`src/rtl/matrix2x2_result_drain.sv`:
```
// Serializes one packed 2x2 matrix into four row-major elements over valid/ready; c00 appears
// the cycle after acceptance, elements hold while stalled, and a new matrix is taken during the c11 transfer.
module matrix2x2_result_drain #(
  parameter int ELEM_W = 17,
  parameter int CNT_W  = 8
) (
  input  logic                  clk,
  input  logic                  rst,
  input  logic                  in_valid,
  output logic                  in_ready,
  input  logic [4*ELEM_W-1:0]   in_mat,
  output logic                  out_valid,
  input  logic                  out_ready,
  output logic [ELEM_W-1:0]     out_data,
  output logic [1:0]            out_idx,
  output logic                  out_last,
  output logic [CNT_W-1:0]      mat_count
);

  typedef enum logic {IDLE, SEND} state_t;

  state_t                state_q;
  logic [1:0]            idx_q;
  logic [4*ELEM_W-1:0]   hold_q;
  logic [CNT_W-1:0]      cnt_q;
  logic                  xfer;
  logic                  accept;

  assign xfer      = (state_q == SEND) && out_ready;
  // Combinational path from out_ready lets the next matrix load while c11 leaves.
  assign in_ready  = (state_q == IDLE) || ((state_q == SEND) && (idx_q == 2'd3) && out_ready);
  assign accept    = in_valid && in_ready;

  assign out_valid = (state_q == SEND);
  assign out_idx   = idx_q;
  assign out_last  = (state_q == SEND) && (idx_q == 2'd3);
  assign mat_count = cnt_q;

  always_comb begin
    out_data = '0;
    case (idx_q)
      2'd0:    out_data = hold_q[4*ELEM_W-1:3*ELEM_W];
      2'd1:    out_data = hold_q[3*ELEM_W-1:2*ELEM_W];
      2'd2:    out_data = hold_q[2*ELEM_W-1:ELEM_W];
      default: out_data = hold_q[ELEM_W-1:0];
    endcase
  end

  always_ff @(posedge clk or posedge rst) begin
    if (rst) begin
      state_q <= IDLE;
      idx_q   <= 2'd0;
      hold_q  <= '0;
      cnt_q   <= '0;
    end else begin
      case (state_q)
        IDLE: begin
          if (accept) begin
            hold_q  <= in_mat;
            idx_q   <= 2'd0;
            state_q <= SEND;
          end
        end
        SEND: begin
          if (xfer) begin
            if (idx_q != 2'd3) begin
              idx_q <= idx_q + 2'd1;
            end else begin
              cnt_q <= cnt_q + 1'b1;
              idx_q <= 2'd0;
              if (accept) begin
                hold_q <= in_mat;
              end else begin
                state_q <= IDLE;
              end
            end
          end
        end
        default: state_q <= IDLE;
      endcase
    end
  end

endmodule

```
`config.mk`:
```
export PLATFORM = sky130hd
export DESIGN_NAME = matrix2x2_result_drain
export DESIGN_NICKNAME = d
export VERILOG_FILES = /design/src/rtl/matrix2x2_result_drain.sv
export SDC_FILE = /design/constraint.sdc
export NUM_CORES = 1
export LEC_CHECK = 0
export ABC_AREA = 1
export ABC_CLOCK_PERIOD_IN_PS = 4000
export CORE_MARGIN = 4
export CORE_UTILIZATION = 52
export DETAILED_ROUTE_END_ITERATION = 10
export MAX_ROUTING_LAYER = met4
export PLACE_DENSITY_LB_ADDON = 0.12
export SETUP_SLACK_MARGIN = 0.5
export SYNTH_ARGS = -nofsm -noshare
export SYNTH_HDL_FRONTEND = slang
export SYNTH_SLANG_ARGS = --single-unit
export TNS_END_PERCENT = 100
```
`constraint.sdc`:
```
create_clock -name clk -period 4 [get_ports clk]
set_input_delay 0.8 -clock clk [delete_from_list [all_inputs] [get_ports clk]]
set_output_delay 0.8 -clock clk [all_outputs]
set_load 0.05 [all_outputs]
```
# After elaboration in Yosys (flattened, before gate mapping)
# Cells that the tools add are included.
[op_classes]
addsub = 2
eq_ne = 7
n_mux = 13
bitwise = 2
reduce_logical = 9
[op_table]
columns = ["op", "count"]
rows = [
  ["two-way mux 68 bit", 3],
  ["case mux 68 bit (2 select lines)", 1],
  ["case mux 17 bit (3 select lines)", 1],
  ["adder 8 x 1 -> 8 bit, second input constant", 1],
  ["two-way mux 2 bit", 3],
  ["!= test 2 bit, second input constant", 3],
  ["equality test 2 bit, second input constant", 2],
  ["logical AND 1 bit", 4],
  ["case mux 2 bit (2 select lines)", 1],
  ["AND reduction 2 bit", 2],
  ["two-way mux 1 bit", 3],
  ["AND reduction 3 bit", 1],
  ["adder 2 x 1 -> 2 bit, second input constant", 1],
  ["equality test 2 x 1 -> 1 bit, second input constant", 1],
  ["logical NOT 2 bit", 1],
  ["!= test 2 x 1 -> 1 bit, second input constant", 1],
  ["inverter 1 bit", 2],
  ["case mux 1 bit (2 select lines)", 1],
  ["logical OR 1 bit", 1],
]
[totals]
ff_bits = 79
input_bits = 72
output_inout_bits = 30
elab_cells = 37

# Depth between registers and ports, before layout
[depth]
word_depth = 9
depth_mapped = 8
depth_no_buf = 7

# Worst setup path after synthesis
# OpenSTA, ideal clock, no wires.
[synth_path]
path_kind = "reg2out"
startpoint = "reg idx_q[0], in the netlist out_idx[0]"
endpoint = "out out_data[0]"
arrival_ns = 2.381
t_required_ns = 3.200
slack_ns = 0.819
path_stages_with_launch = 6
path_buffers = 2
cell_sequence = "dfrtp_1 -> ha_1 -> clkbuf_1 -> clkbuf_1 -> nand2_1 -> a31oi_1"
[synth_via]
elab_chain_len = 2
word_cells_on_any_way = 4
classes_between = "2 x eq/ne; 1 x mux; 1 x reduce/logical"
[synth_rtl]
columns = ["item", "line_no", "source"]
rows = [
  ["start: declaration", "23", "logic [1:0] idx_q;"],
  ["start signal: assignment", "67", "idx_q <= idx_q + 2'd1;"],
  ["equality test 2 bit, or another cell as far along", "41", "case (idx_q)"],
  ["case mux 17 bit (3 select lines) (*)", "41", ""],
  ["end: declaration", "14", "output logic [ELEM_W-1:0] out_data,"],
]
# Mark *: on every way between the ends. The rest lies on a longest branch, timed or not.

# Final worst setup path
[layout_path]
startpoint = "reg idx_q[0], in the netlist out_idx[0]"
endpoint = "out out_data[7]"
# The elaborated chain is that of the path after synthesis.

==> metrics.csv <==
stage,metric,value,unit
timing,Clock Skews,9.76,ps
synthesis,dominant cells by area after synthesis,"dfrtp_1 (53%), nand2_1 (19%), nand3_1 (10%), a31oi_1 (2.9%), nor2_1 (2.4%)",
global_route,largest net degree at the start of global routing,59,
synthesis,Gate Count Post-Synth,466,
clock_network,CTS Sinks,79,
cells_and_area,most frequent cells in the layout,"nand2_1 (187), clkdlybuf4s50_1 (99), dfrtp_1 (79)",
timing,"Slew Viols, Final",0,
synthesis,post-synthesis register bit count,79,
clock_network,worst-skew pair later-pin latency,360,ps
global_route,first-pass GRT wire length,16300,µm
worst_hold_path,Hold Path Class,reg -> reg,
synthesis,Synth cell types,19,
floorplanning,Starting Density,54.0,%
cells_and_area,final instance area,4940,µm²
global_route,GRT Overall Usage,24.4,%
synthesis,Avg Inst Size Synth,7.95,µm²
clock_network,H-tree levels,3,
worst_hold_path,worst hold endpoint,hold_q[46],
clock_network,Post-CTS Setup Bufs,0,
timing,Slew @ Worst Pin,930,ps
worst_setup_path,CP startpoint kind,register,
drt,Antenna Nets Post-Route,0,
drt,DRC viols,0,
power_and_ir_drop,Pleak,0.00242,µW
timing,RSZ-0062 raised after global routing,no,
timing,minimum clock period,3360,ps
drt,Routed Wire Length,9680,µm
placement,placer congestion estimate,0.862,
synthesis,Yosys top cell area share,53.3,%
clock_network,Clock Pin Slew Worst Setup and Hold Paths,80,ps
job,max cap viols,0,
synthesis,post-synth top area cell,dfrtp_1,
power_and_ir_drop,Max rail drop VDD,0.000445,V
timing,Fin Hold WS,475,ps
cells_and_area,"Area growth, synth to finish",33.4,%
clock_network,CTS root buf,clkbuf_8,
placement,Placed Area,4760,µm²
cells_and_area,"most common cell after layout, fill and taps aside",nand2_1,
global_route,number of global-route vias before repair,3377,
drt,WL/cell,14.8,µm
synthesis,syn_nets,544,
floorplanning,row count,30,
floorplanning,die height,92.4,µm
timing,worst rel slew slack,38.0,%
worst_setup_path,FF-to-FF setup slack,1980,ps
synthesis,Post-Syn Area,3710,µm²
synthesis,yosys warns,0,
worst_hold_path,WHS Path Cells,2,
drt,routed vias,3448,
drt,DR pass1 iterations,4,
worst_setup_path,kind of critical path,reg -> out,
timing,Final Setup Violations,0,
clock_network,number of CTS-inserted buffers,9,
global_route,aggregate global routing overflow,0,
worst_setup_path,crit-path max FO,17,
placement,Port Buffer Count,101,
worst_setup_path,r2r startpoint,out_idx[0],
synthesis,register area share after synthesis,53.3,%
timing,Fmax achieved,298,MHz
clock_network,TritonCTS clock tree,done,
outcome,status,completed,
cells_and_area,post-layout util,71.9,%
worst_setup_path,r2r worst-path depth,7,
worst_setup_path,Worst Path Arrival,2560,ps
global_route,initial antenna violation count,0,
floorplanning,DIE WIDTH,92.4,µm
floorplanning,DIE AREA,8540,µm²
timing,final hold violations,0,
worst_setup_path,WP data required,3200,ps
drt,Iteration-0 DRC Markers,263,
floorplanning,core box area,6870,µm²
worst_setup_path,r2r endpoint,hold_q[41],
cells_and_area,share of cells above drive strength 1,5.90,%
cells_and_area,NumNets Final,632,
floorplanning,# IOs,102,
timing,setup TNS,0,ps
cells_and_area,diode count,0,
worst_hold_path,Worst Hold Launch,hold_q[46],
power_and_ir_drop,Pwr Density,851,nW/µm²
clock_network,Max clock buf depth,2,
placement,hpwl dp,6860,µm
drt,Via density,5.26,
worst_setup_path,Critical Path Sink Type,output port,
timing,Final period util,84.0,%
==> registers in the layout, summed over array words and instances, names as in the netlist <==
signal     flops
hold_q        68
mat_count      8
out_idx        2
out_valid      1
==> critical path, stage by stage (launching register included) <==
cell and delay (ps):
dfrtp_1 450, inv_1 140, ha_2 410, nand2_1 140, a31oi_1 230, clkdlybuf4s50_1 840
==> metrics by stage <==
stage,setup WS [ps],instances,power [µW]
floorplan,819,466,2910
global placement,900,639,3620
detailed placement,854,639,3670
CTS,636,655,4230
global route,504,655,4480
finish,640,655,4210
==> final cells by class <==
type / instances / area, µm²
Sequential cell: 79 / 1980
Fill cell: 557 / 1930
Multi-Input combinational cell: 339 / 1530
Timing Repair Buffer: 108 / 1070
Clock buffer: 9 / 124
Tap cell: 96 / 120
Inverter: 17 / 65.1
Clock inverter: 7 / 55.1
==> worst max-delay path by stage <==
stage                        end  depth (start not counted)       start  slack [ps]
CTS                  out_data[7]                          5  out_idx[0]         640
global route        out_data[14]                          5  out_idx[0]         500
detailed placement   out_data[8]                          5  out_idx[0]         850
finish               out_data[7]                          5  out_idx[0]         640
floorplan            out_data[0]                          5  out_idx[0]         820
global placement    out_data[15]                          5  out_idx[0]         900
==> power breakdown <==
group | leakage [µW] | internal, µW | total [µW] | switching [µW]
clock network | 0.0000866 | 232 | 540 | 309
logic | 0.00136 | 761 | 2280 | 1520
registers | 0.000972 | 1150 | 1390 | 235
==> Yosys cell counts <==
cell,count
clkinv_1,1
inv_1,16
nor2_1,24
a22oi_1,1
or2_2,1
nand2_1,187
ha_1,6
clkbuf_1,16
a21oi_1,17
o21ai_0,2
dfrtp_1,79
buf_2,13
nand2_2,2
buf_6,1
nand3_1,77
a31oi_1,17
buf_1,1
nand3_2,1
xor2_1,4
==> timing repair <==
item,4_1_cts,5_1_grt
endpoints found under the setup margin,8,0
endpoints found under the hold margin,0,0
resized for setup,3,0
hold buffers,0,0
==> routing by layer <==
metal	GRT usage, %	part of all wire (%)	vias to the layer above
met5	-	0	-
met4	4.83	0.88	0
met3	7.72	8.6	9
met2	35.6	47	146
met1	33.8	44	1616
li1	-	-	1677
==> cell families after synthesis <==
family | synth area share, %
simple gates | 32.5
flops | 53.3
buf+inv | 5.50
compound gates | 5.64
fa+ha+maj | 2.03
xor+xnor | 0.945
No activity file was read; power rests on OpenSTA's default activity.
